===== config.mk =====
export PLATFORM = sky130hd
export DESIGN_NAME = conv_encoder_flat
export DESIGN_NICKNAME = d
export VERILOG_FILES = /design/src/rtl/conv_encoder_if.sv /design/src/rtl/conv_encoder.sv /design/src/flat_wrapper.sv
export SDC_FILE = /design/constraint.sdc
export NUM_CORES = 1
export LEC_CHECK = 0
export CAP_MARGIN = 20
export CORE_MARGIN = 2
export CORE_UTILIZATION = 40
export DETAILED_ROUTE_END_ITERATION = 8
export PLACE_DENSITY = 0.74
export SKIP_CTS_REPAIR_TIMING = 1
export SLEW_MARGIN = 20
export SYNTH_ARGS = -nofsm -noshare
export SYNTH_HDL_FRONTEND = slang
export SYNTH_SLANG_ARGS = --single-unit

===== constraint.sdc =====
create_clock -name clk -period 18.8 [get_ports clk]
set_input_delay 4.7 -clock clk [delete_from_list [all_inputs] [get_ports clk]]
set_output_delay 4.7 -clock clk [all_outputs]
set_load 0.01 [all_outputs]

===== src/rtl/conv_encoder_if.sv =====
// Load/config and code-symbol stream bundle for conv_encoder; no logic.
// master drives the load request and ready, slave returns the symbol stream.
interface conv_encoder_if;
  logic [1:0]   i_constr_len;
  logic [8:0]   i_gen_poly0;
  logic [8:0]   i_gen_poly1;
  logic         i_start;
  logic [127:0] i_encoder_data;
  logic         i_code_ready;
  logic [1:0]   o_code;
  logic         o_code_valid;
  logic         o_busy;
  logic         o_encoder_done;

  modport master (
    output i_constr_len, i_gen_poly0, i_gen_poly1, i_start, i_encoder_data, i_code_ready,
    input  o_code, o_code_valid, o_busy, o_encoder_done
  );

  modport slave (
    input  i_constr_len, i_gen_poly0, i_gen_poly1, i_start, i_encoder_data, i_code_ready,
    output o_code, o_code_valid, o_busy, o_encoder_done
  );
endinterface


===== src/rtl/conv_encoder.sv =====
// Rate-1/2 convolutional encoder (K=3..9) over a 128-bit block; TAIL_FLUSH_EN adds K-1 zero tail symbols.
// First symbol valid the cycle after i_start, then one symbol per cycle.
// Backpressure: with i_code_ready low the symbol and all state hold.
module conv_encoder (
  input  logic          clk,
  input  logic          rst,
  conv_encoder_if.slave bus
);

  typedef enum logic [1:0] {
    IDLE   = 2'd0,
    ENCODE = 2'd1,
`ifdef TAIL_FLUSH_EN
    FLUSH  = 2'd2,
`endif
    DONE   = 2'd3
  } state_t;

  state_t       state;
  logic [127:0] data_q;
  logic [1:0]   klen_q;
  logic [8:0]   poly0_q;
  logic [8:0]   poly1_q;
  logic [7:0]   sr_q;
  logic [7:0]   cnt_q;
  logic         valid_q;
  logic         busy_q;
  logic         done_q;

  logic         u_cur;
  logic         hs;
  logic [8:0]   mask;
  logic [8:0]   window;
`ifdef TAIL_FLUSH_EN
  logic [7:0]   tail_last;
`endif

  function automatic logic [8:0] k_mask(input logic [1:0] klen);
    case (klen)
      2'b00:   k_mask = 9'h007;
      2'b01:   k_mask = 9'h01f;
      2'b10:   k_mask = 9'h07f;
      default: k_mask = 9'h1ff;
    endcase
  endfunction

  always_comb begin
    u_cur  = (state == ENCODE) ? data_q[cnt_q[6:0]] : 1'b0;
    hs     = valid_q & bus.i_code_ready;
    mask   = k_mask(klen_q);
    window = {sr_q, u_cur};
`ifdef TAIL_FLUSH_EN
    // Last tail symbol index is 127 + (K-1), K = 3 + 2*klen.
    tail_last = 8'd129 + {5'b00000, klen_q, 1'b0};
`endif
  end

  // Symbol is a pure function of registered state; gated to zero when not valid.
  assign bus.o_code         = valid_q ? {^(window & poly0_q & mask), ^(window & poly1_q & mask)} : 2'b00;
  assign bus.o_code_valid   = valid_q;
  assign bus.o_busy         = busy_q;
  assign bus.o_encoder_done = done_q;

  always_ff @(posedge clk or posedge rst) begin
    if (rst) begin
      state   <= IDLE;
      data_q  <= '0;
      klen_q  <= '0;
      poly0_q <= '0;
      poly1_q <= '0;
      sr_q    <= '0;
      cnt_q   <= '0;
      valid_q <= 1'b0;
      busy_q  <= 1'b0;
      done_q  <= 1'b0;
    end else begin
      case (state)
        IDLE: begin
          if (bus.i_start) begin
            data_q  <= bus.i_encoder_data;
            klen_q  <= bus.i_constr_len;
            poly0_q <= bus.i_gen_poly0;
            poly1_q <= bus.i_gen_poly1;
            sr_q    <= '0;
            cnt_q   <= '0;
            valid_q <= 1'b1;
            busy_q  <= 1'b1;
            state   <= ENCODE;
          end
        end
        ENCODE: begin
          if (hs) begin
            sr_q  <= {sr_q[6:0], u_cur};
            cnt_q <= cnt_q + 8'd1;
            if (cnt_q == 8'd127) begin
`ifdef TAIL_FLUSH_EN
              state   <= FLUSH;
`else
              state   <= DONE;
              valid_q <= 1'b0;
              done_q  <= 1'b1;
`endif
            end
          end
        end
`ifdef TAIL_FLUSH_EN
        FLUSH: begin
          if (hs) begin
            sr_q  <= {sr_q[6:0], 1'b0};
            cnt_q <= cnt_q + 8'd1;
            if (cnt_q == tail_last) begin
              state   <= DONE;
              valid_q <= 1'b0;
              done_q  <= 1'b1;
            end
          end
        end
`endif
        DONE: begin
          state  <= IDLE;
          busy_q <= 1'b0;
          done_q <= 1'b0;
        end
        default: begin
          state   <= IDLE;
          valid_q <= 1'b0;
          busy_q  <= 1'b0;
          done_q  <= 1'b0;
        end
      endcase
    end
  end

endmodule


===== src/flat_wrapper.sv =====
// flat-port wrapper written by rule: the top's interface ports become plain ports
module conv_encoder_flat 
  (clk, rst, bus_i_constr_len, bus_i_gen_poly0, bus_i_gen_poly1, bus_i_start, bus_i_encoder_data, bus_i_code_ready, bus_o_code, bus_o_code_valid, bus_o_busy, bus_o_encoder_done);
  conv_encoder_if bus_i ();
  input  logic clk;
  input  logic rst;
  input wire logic [$bits(bus_i.i_constr_len)-1:0] bus_i_constr_len;
  input wire logic [$bits(bus_i.i_gen_poly0)-1:0] bus_i_gen_poly0;
  input wire logic [$bits(bus_i.i_gen_poly1)-1:0] bus_i_gen_poly1;
  input wire logic [$bits(bus_i.i_start)-1:0] bus_i_start;
  input wire logic [$bits(bus_i.i_encoder_data)-1:0] bus_i_encoder_data;
  input wire logic [$bits(bus_i.i_code_ready)-1:0] bus_i_code_ready;
  output wire logic [$bits(bus_i.o_code)-1:0] bus_o_code;
  output wire logic [$bits(bus_i.o_code_valid)-1:0] bus_o_code_valid;
  output wire logic [$bits(bus_i.o_busy)-1:0] bus_o_busy;
  output wire logic [$bits(bus_i.o_encoder_done)-1:0] bus_o_encoder_done;
  assign bus_i.i_constr_len = bus_i_constr_len;
  assign bus_i.i_gen_poly0 = bus_i_gen_poly0;
  assign bus_i.i_gen_poly1 = bus_i_gen_poly1;
  assign bus_i.i_start = bus_i_start;
  assign bus_i.i_encoder_data = bus_i_encoder_data;
  assign bus_i.i_code_ready = bus_i_code_ready;
  assign bus_o_code = bus_i.o_code;
  assign bus_o_code_valid = bus_i.o_code_valid;
  assign bus_o_busy = bus_i.o_busy;
  assign bus_o_encoder_done = bus_i.o_encoder_done;
  conv_encoder u_core (.clk(clk), .rst(rst), .bus(bus_i));
endmodule

==> results.py, run 1 <==
metrics = {
    "synth": {
        "synth_top_cell_by_area": "dfrtp_1",
        "syn_nets": 707,
        "synthSimpleGateAreaFrac": 0.0556,
        "synthTopCellsByArea": "dfrtp_1, mux2_2, mux4_2",
        "synth_ff_type": "dfrtp_1",
        "synthTopCellsByCount": "dfrtp_1, mux2_2, nand2_1, clkbuf_1, mux4_2",
        "syn_area_per_cell_um2": 14.1,
        "synth.top_cell.area_share": 0.540,
        "synth-compound-area-share": 0.0425,
        "synthCells": 554,
        "seq_area_frac_synth": 0.540,
        "synth-edff-count": 0,
        "synth_most_common_cell": "dfrtp_1",
        "yosys.area_share.adder": 0.00160,
        "synth_top_family_by_area": "multiplexers",
        "synth.area.mux_share": 0.316,
        "syn_area_um2": 7840,
        "ys_types": 49,
        "synthArstFlopShare": 1.00,
        "yosysWarnings": 0,
        "synth_seq_cells": 169,
        "synth_xor_area_frac": 0.0192,
    },
    "worst_setup_path": {
        "r2r_setup_slack_ns": 15.88,
        "r2r_start": "u_core.cnt_q[0]$_DFFE_PP0P_",
        "path_delay_family": "compound AO/OA/AOI/OAI gates",
        "cp-end-kind": "output port",
        "critPathMaxFanout": 35,
        "cp_slowest_cell": "dfrtp_2",
        "path_class": "reg2out",
        "setup.worst_path.start_class": "flop",
        "r2r_cells": 6,
        "critical_path.max_stage_delay_ns": 1.04,
        "r2r_end": "u_core.sr_q[0]$_DFFE_PP0P_",
        "path_cells": "mux4_1, mux2i_1, o221ai_1, a211oi_1, o21ai_0, a311oi_1, o21bai_1, clkdlybuf4s50_1",
        "required_ns": 14.10,
        "cp.buffers_inverters": 1,
        "cp.arrival_ns": 4.00,
    },
    "power": {
        "power.switching_mw": 0.315,
        "p_int_mw": 0.784,
        "power_density_nw_per_um2": 107,
        "p_seq_frac": 0.430,
        "p_total_mw": 1.10,
        "p_comb_frac": 0.226,
        "irDropWorstVdd_uv": 76.2,
        "p_leak_nw": 4.26,
        "p_clk_frac": 0.344,
        "switching_share": 0.287,
    },
    "die": {
        "die_h_um": 144,
        "die_w_um": 144,
        "coreArea_um2": 19300,
        "start_util": 0.405,
        "num_io_pins": 157,
        "die_area_um2": 20700,
        "fp-row-count": 51,
    },
    "placed_design": {
        "io_buffers": 156,
        "dp.cells": 943,
        "gp_congestion": 0.798,
        "dp_hpwl_mm": 12.6,
        "pre_cts_ws_ns": 10.47,
    },
    "route": {
        "wirelength_mm": 18.2,
        "initialDrtViolationCount": 252,
        "ant_nets": 0,
        "vias_per_cell": 5.33,
        "drcViolationCount": 0,
        "num_vias": 5193,
        "routedWlPerCell_um": 18.7,
        "drtPass1Iterations": 5,
    },
    "timing": {
        "hold_viol_final": 0,
        "worst_slew_pin_slew_ns": 1.02,
        "grt_setup_unrepaired": "false",
        "fmax_ghz": 0.115,
        "setup_ws_ns": 10.10,
        "period_needed_ns": 8.70,
        "finalMaxSlewViolations": 0,
        "fin_crit_sh": 0.463,
        "setup_viol": 0,
        "tns_ns": 0,
        "maxSlewHeadroom": 0.321,
        "whs_ns": 0.487,
        "finClkSkew_ns": 0.00945,
    },
    "clocking": {
        "clock-sinks": 169,
        "cts_buffers": 17,
        "tritoncts": "done",
        "clock_path_buffers": 2,
        "clkTransAtPathRegs_ns": 0.06,
        "cts_max_level": 4,
        "clkLatencyLatePin_ns": 0.43,
        "cts_root_buf": "clkbuf_16",
    },
    "global_route": {
        "grt_pass1_wl_mm": 29.0,
        "grt_start_max_net_pins": 110,
        "overflow": 0,
        "grt_antenna_before_repair": 0,
        "grt_pass1_vias": 5501,
        "gr-usage-all-layers": 0.184,
    },
    "finish": {
        "nNetsFinal": 850,
        "antenna_cells": 0,
        "areaGrowthSynthToFinish_pct": 30.6,
        "stdcell_count": 975,
        "drive_gt1_frac": 0.300,
        "nFillCells": 1599,
    },
    "hold_path": {
        "hold_depth": 1,
        "hold_path_class": "reg2reg",
        "holdPathEnd": "u_core.state[0]$_DFFE_PP0P_",
        "hp-start": "u_core.state[1]$_DFFE_PP0P_",
    },
    "outcome": {
        "status": "completed",
    },
    "run": {
        "cap_violations": 0,
    },
}
cells in the final DEF, fill, tap and decap left out, types with 5 or more instances in the layout:
cell type,synthesis,final
a22o_1,5,5
clkbuf_16,0,17
clkdlybuf4s50_1,0,156
dfrtp_1,169,167
inv_1,6,5
mux2_2,151,151
mux2i_1,17,17
mux4_1,6,6
mux4_2,20,20
nand2_1,34,34
nand3_1,8,8
nand4_1,9,9
nor2_1,13,13
nor2b_1,6,6
o21ai_0,11,11
xnor2_1,5,5
xor2_1,7,7
stage by stage:
stage | util | area (um^2)
after floorplan | - | 7840
after global placement | 0.496 | 9600
after detailed placement | 0.496 | 9600
after CTS | 0.529 | 10200
after global routing | 0.529 | 10200
final | 0.529 | 10200
worst reg2reg max path: cells and delay by family (launching register included):
family | cells | cell delay [ns]
flops | 1 | 1.04
compound gates | 4 | 1.40
simple gates | 2 | 0.39
state kept, by name, indices dropped and copies added (netlist names):
| name | cells |
|---|---|
| u_core.poly0_q | 9 |
| u_core.bus.o_busy | 1 |
| u_core.cnt_q | 8 |
| u_core.sr_q | 8 |
| u_core.bus.o_code_valid | 1 |
| u_core.state | 2 |
| u_core.klen_q | 2 |
| u_core.bus.o_encoder_done | 1 |
| u_core.poly1_q | 9 |
| u_core.data_q | 128 |
cells by family after synthesis:
group / Yosys count
AO/OA/AOI/OAI: 47
XOR/XNOR: 14
adder cells (fa/ha/maj): 1
buffers and inverters: 42
flip-flops: 169
multiplexers: 194
AND/OR/NAND/NOR: 87
worst max-delay path by stage:
| stage | start | cells past startpoint | slack (ns) | end |
|---|---|---|---|---|
| floorplan | rst | 1 | 9.52 | u_core.bus.o_busy$_DFFE_PP0P_ |
| global placement | u_core.cnt_q[1]$_DFFE_PP0P_ | 8 | 10.55 | bus_o_code[0] |
| detailed placement | u_core.cnt_q[1]$_DFFE_PP0P_ | 8 | 10.47 | bus_o_code[0] |
| CTS | u_core.cnt_q[1]$_DFFE_PP0P_ | 8 | 10.02 | bus_o_code[0] |
| global route | u_core.cnt_q[0]$_DFFE_PP0P_ | 8 | 9.76 | bus_o_code[0] |
| finish | u_core.cnt_q[0]$_DFFE_PP0P_ | 8 | 10.10 | bus_o_code[1] |
layout make-up:
type                       instances  area, um^2  share of cell area
timing repair buffer             160        1600               0.156
multi-input combinational        343        3410               0.334
sequential                       169        4230               0.414
clock inverter                    13         190              0.0186
clock buffer                      19         443              0.0433
tap                              265         332              0.0324
inverter                           6        27.5             0.00269
power groups by stage:
stage	sequential [mW]	combinational (mW)	clock, mW
after floorplan	0.439	0.191	0
after global placement	0.475	0.243	0
after detailed placement	0.478	0.249	0
after CTS	0.471	0.251	0.384
after global routing	0.480	0.271	0.398
final	0.473	0.248	0.378
routing by layer:
layer	part of all wire	vias to the layer above	routed length, um	GRT usage
met2	0.49	158	8980	0.302
met1	0.43	2660	7830	0.240
met5	0	-	0	0
met3	0.052	39	949	0.0410
met4	0.025	0	458	0.0707
li1	-	2336	-	-
(Power assumes the default switching activity.)
==> run 2, diff against run 1 <==
==> constraint.sdc (replaced) <==
create_clock -name clk -period 9.1 [get_ports clk]
set_input_delay 2.275 -clock clk [delete_from_list [all_inputs] [get_ports clk]]
set_output_delay 2.275 -clock clk [all_outputs]
set_load 0.01 [all_outputs]
==> results.py, run 2 (synthesis results as in run 1) <==
metrics = {
    "worst_setup_path": {
        "critical_path.max_stage_delay_ns": 0.61,
        "required_ns": 6.83,
        "worst_path_most_repeated_cell": "o31ai_1",
        "path_class": "reg2out",
        "critPathMaxFanout": 25,
        "cp.arrival_ns": 3.75,
        "path_cells": "buf_12, mux4_2, o2111ai_2, o31ai_1, nor4_2, o31ai_1, a311oi_1, o21bai_1, clkdlybuf4s50_1",
        "setup.worst_path.start_class": "flop",
        "cp.buffers_inverters": 2,
        "path_delay_family": "compound AO/OA/AOI/OAI gates",
        "cp-end-kind": "output port",
        "cp_slowest_cell": "dfrtp_2",
    },
    "timing": {
        "setup_viol": 0,
        "grt_setup_unrepaired": "false",
        "finClkSkew_ns": 0.00559,
        "whs_ns": 0.485,
        "maxSlewHeadroom": 0.309,
        "finalMaxSlewViolations": 0,
        "hold_viol_final": 0,
        "fin_crit_sh": 0.662,
        "tns_ns": 0,
        "worst_slew_pin_slew_ns": 1.03,
        "setup_ws_ns": 3.08,
        "period_needed_ns": 6.02,
        "fmax_ghz": 0.166,
    },
    "finish": {
        "top_register": "u_core.data_q",
        "top_regs": "u_core.data_q: 128 flops, u_core.poly0_q: 9 flops, u_core.poly1_q: 9 flops",
        "drive_gt1_frac": 0.299,
        "fin_util": 0.528,
        "largest_reg_flops": 128,
        "nNetsFinal": 852,
        "areaGrowthSynthToFinish_pct": 30.2,
        "antenna_cells": 0,
        "layout_commonest_cell": "dfrtp_1",
        "layout_common_cells": "dfrtp_1, clkdlybuf4s50_1, mux2_2",
    },
    "route": {
        "ant_nets": 0,
        "routedWlPerCell_um": 18.6,
        "drtPass1Iterations": 4,
        "initialDrtViolationCount": 265,
        "num_vias": 5090,
        "vias_per_cell": 5.21,
        "drcViolationCount": 0,
        "wirelength_mm": 18.2,
    },
    "clocking": {
        "cts_buffers": 17,
        "cts_max_level": 4,
        "clock-sinks": 169,
        "clock_path_buffers": 2,
        "cts_root_buf": "clkbuf_16",
        "tritoncts": "done",
        "clkLatencyLatePin_ns": 0.42,
        "clkTransAtPathRegs_ns": 0.06,
    },
    "power": {
        "p_total_mw": 2.17,
        "power_density_nw_per_um2": 213,
        "irDropWorstVdd_uv": 160,
        "p_leak_nw": 4.24,
    },
    "die": {
        "coreArea_um2": 19300,
        "die_area_um2": 20700,
        "die_h_um": 144,
        "start_util": 0.405,
        "die_w_um": 144,
        "num_io_pins": 157,
        "fp-row-count": 51,
    },
    "global_route": {
        "gr-usage-met2": 0.308,
        "grt_util_met3": 0.0423,
        "overflow": 0,
        "grt_pass1_wl_mm": 28.9,
        "grt_start_max_net_pins": 110,
        "grt_antenna_before_repair": 0,
        "gr-usage-all-layers": 0.183,
        "grt_pass1_vias": 5398,
        "grt_use_met1": 0.239,
        "busiest_layer": "met2",
    },
    "run": {
        "cap_violations": 0,
    },
    "placed_design": {
        "dp_hpwl_mm": 12.5,
        "gp_congestion": 0.798,
        "pre_cts_ws_ns": 3.22,
        "io_buffers": 156,
    },
    "outcome": {
        "status": "completed",
    },
    "hold_path": {
        "hold_path_class": "reg2reg",
    },
}
==> run 2: final cells by class <==
cell class	instances	area [um^2]
Timing Repair Buffer	162	1640
Multi-Input combinational cell	343	3410
Tap cell	265	332
Fill cell	1583	9130
Sequential cell	169	4230
Clock inverter	11	100
Inverter	6	27.5
Clock buffer	21	450
==> run 2: path summary, 6_finish.rpt <==
check	from	endpoint	slack, ns	depth (start not counted)
setup / recovery	u_core.cnt_q[0]$_DFFE_PP0P_	bus_o_code[0]	3.08	9
hold / removal	u_core.state[1]$_DFFE_PP0P_	u_core.state[0]$_DFFE_PP0P_	0.48	1
setup reg to reg	u_core.cnt_q[1]$_DFFE_PP0P_	u_core.sr_q[0]$_DFFE_PP0P_	6.37	7
hold reg to reg	u_core.state[1]$_DFFE_PP0P_	u_core.state[0]$_DFFE_PP0P_	0.48	1
max in group asynchronous	rst	u_core.data_q[14]$_DFFE_PP0P_	5.78	3
min in group asynchronous	rst	u_core.data_q[64]$_DFFE_PP0P_	2.22	2
==> run 2: worst register-to-register path, cell delays in order (launching register included) <==
cell      delay, ns
dfrtp_4        0.88
mux2i_1        0.18
nand4b_1       0.11
nand2_1        0.08
o41a_1         0.44
o31ai_1        0.68
nand2_1        0.10
o21ai_0        0.17
==> run 2: metrics by stage <==
step                cells  cell area, um^2
floorplan             554             7840
global placement      943             9600
detailed placement    943             9600
CTS                   975            10100
global route          977            10200
finish                977            10200
==> run 2: power by group <==
part | switching [mW] | internal, mW
Clock | 0.297 | 0.384
Combinational | 0.220 | 0.300
Sequential | 0.119 | 0.852
==> run 2: layer usage <==
layer / routed length, um / part of all wire
met1: 7810 / 0.43
met2: 9070 / 0.50
met3: 1120 / 0.061
met4: 215 / 0.012
met5: 0 / 0
==> run 3, diff against run 2 <==
==> constraint.sdc (replaced) <==
create_clock -name clk -period 5.6 [get_ports clk]
set_input_delay 1.4 -clock clk [delete_from_list [all_inputs] [get_ports clk]]
set_output_delay 1.4 -clock clk [all_outputs]
set_load 0.01 [all_outputs]
==> results.py, run 3 (synthesis results as in run 1) <==
metrics = {
    "hold_path": {
        "hp-start": "u_core.state[1]$_DFFE_PP0P_",
        "holdPathEnd": "u_core.state[0]$_DFFE_PP0P_",
        "hold_depth": 1,
        "hold_path_class": "reg2reg",
    },
    "timing": {
        "hold_viol_final": 0,
        "maxSlewHeadroom": 0.326,
        "setup_ws_ns": 0.335,
        "worst_slew_pin_slew_ns": 1.01,
        "fin_crit_sh": 0.940,
        "finalMaxSlewViolations": 0,
        "period_needed_ns": 5.27,
        "setup_viol": 0,
        "finClkSkew_ns": 0.00709,
        "tns_ns": 0,
        "fmax_ghz": 0.190,
        "grt_setup_unrepaired": "false",
    },
    "placed_design": {
        "gp_congestion": 0.834,
        "pre_cts_ws_ns": 0.749,
        "io_buffers": 156,
        "dp.cells": 947,
        "dp_hpwl_mm": 13.2,
    },
    "finish": {
        "stdcell_count": 979,
        "layout_common_cells": "dfrtp_1, clkdlybuf4s50_1, mux2_2",
        "areaGrowthSynthToFinish_pct": 31.2,
        "top_register": "u_core.data_q",
        "nNetsFinal": 854,
        "drive_gt1_frac": 0.305,
        "fin_util": 0.532,
        "multi_input_area_um2": 3410,
        "antenna_cells": 0,
        "layout_commonest_cell": "dfrtp_1",
        "register_area_um2": 4230,
        "largest_reg_flops": 128,
        "nFillCells": 1590,
        "top_regs": "u_core.data_q: 128 flops, u_core.poly0_q: 9 flops, u_core.poly1_q: 9 flops",
    },
    "worst_setup_path": {
        "cp-end-kind": "output port",
        "cp.arrival_ns": 3.87,
        "cp_slowest_cell": "dfrtp_2",
        "path_delay_family": "compound AO/OA/AOI/OAI gates",
        "critPathMaxFanout": 34,
        "crit_start": "u_core.cnt_q[1]$_DFFE_PP0P_",
        "setup.worst_path.start_class": "flop",
        "r2r_end": "u_core.sr_q[0]$_DFFE_PP0P_",
        "r2r_start": "u_core.cnt_q[1]$_DFFE_PP0P_",
        "path_class": "reg2out",
        "critical_path.max_stage_delay_ns": 0.94,
        "r2r_cells": 8,
        "path_cells": "buf_4, mux4_2, mux2i_1, o221ai_1, a211oi_1, o21ai_0, a311oi_1, o21bai_1, clkdlybuf4s50_1",
        "required_ns": 4.20,
        "cp.buffers_inverters": 2,
        "r2r_setup_slack_ns": 2.76,
    },
    "clocking": {
        "tritoncts": "done",
        "clkTransAtPathRegs_ns": 0.06,
        "cts_buffers": 17,
        "clock-sinks": 169,
        "cts_max_level": 4,
        "clock_path_buffers": 2,
        "cts_root_buf": "clkbuf_16",
        "clkLatencyLatePin_ns": 0.42,
    },
    "power": {
        "p_total_mw": 3.67,
        "p_leak_nw": 4.27,
        "power_density_nw_per_um2": 357,
        "irDropWorstVdd_uv": 186,
    },
    "die": {
        "start_util": 0.405,
        "coreArea_um2": 19300,
        "fp-row-count": 51,
        "num_io_pins": 157,
        "die_w_um": 144,
        "die_area_um2": 20700,
        "die_h_um": 144,
    },
    "route": {
        "ant_nets": 0,
        "num_vias": 5162,
        "drcViolationCount": 0,
        "wirelength_mm": 18.6,
        "initialDrtViolationCount": 226,
        "vias_per_cell": 5.27,
        "drtPass1Iterations": 5,
        "routedWlPerCell_um": 18.9,
    },
    "outcome": {
        "status": "completed",
    },
    "global_route": {
        "grt_pass1_vias": 5584,
        "grt_use_met1": 0.249,
        "grt_pass1_wl_mm": 29.7,
        "grt_start_max_net_pins": 136,
        "gr-usage-all-layers": 0.189,
        "grt_util_met3": 0.0393,
        "grt_antenna_before_repair": 0,
        "overflow": 0,
        "gr-usage-met2": 0.314,
        "busiest_layer": "met2",
    },
    "run": {
        "cap_violations": 0,
    },
}
==> run 3: changes by cell type in the layout (fill, tap and decap cells not counted), moves of 2 or more <==
cell	change
buf_4	+3
bufinv_16	+2
clkbuf_8	+2
inv_6	+2
clkinvlp_4	+4
clkinv_2	-4
clkinv_4	-3
clkbuf_1	-3
==> run 3: how the worst max path moves through the flow <==
stage                          to  slack [ns]  cells after the start
floorplan           bus_o_code[0]        1.96                      9
global route        bus_o_code[1]        0.04                      9
finish              bus_o_code[1]        0.33                      9
global placement    bus_o_code[0]        0.79                      9
detailed placement  bus_o_code[1]        0.75                      9
CTS                 bus_o_code[1]        0.28                      9
==> run 3: layout make-up <==
class,count,share of cell area
Inverter,6,0.00256
Sequential cell,169,0.412
Multi-Input combinational cell,343,0.332
Clock buffer,20,0.0454
Timing Repair Buffer,164,0.160
Clock inverter,12,0.0158
Tap cell,265,0.0323
==> run 3: report_power, final <==
part           internal (mW)  switching (mW)
Combinational          0.493           0.342
Sequential              1.38           0.209
Clock                  0.743           0.498
==> run 3: through the flow <==
step | instance area [um^2] | hold WS, ns
2_1_floorplan | 7840 | 0.446
3_3_place_gp | 9650 | 0.479
3_5_place_dp | 9650 | 0.491
4_1_cts | 10300 | 0.497
5_1_grt | 10300 | 0.519
6_report | 10300 | 0.496
==> run 3: metal layers <==
layer,vias up,part of all wire
li1,2346,-
met1,2623,0.42
met2,169,0.51
met3,24,0.051
met4,0,0.016
met5,-,0
==> run 3: worst register-to-register path, stage by stage, from the launching register on <==
cell and delay (ns):
dfrtp_2 0.94, buf_4 0.36, mux2i_1 0.12, a21o_1 0.20, o31ai_1 0.22, a211oi_1 0.08
o21ai_0 0.58, nand2_1 0.09, o21ai_0 0.17
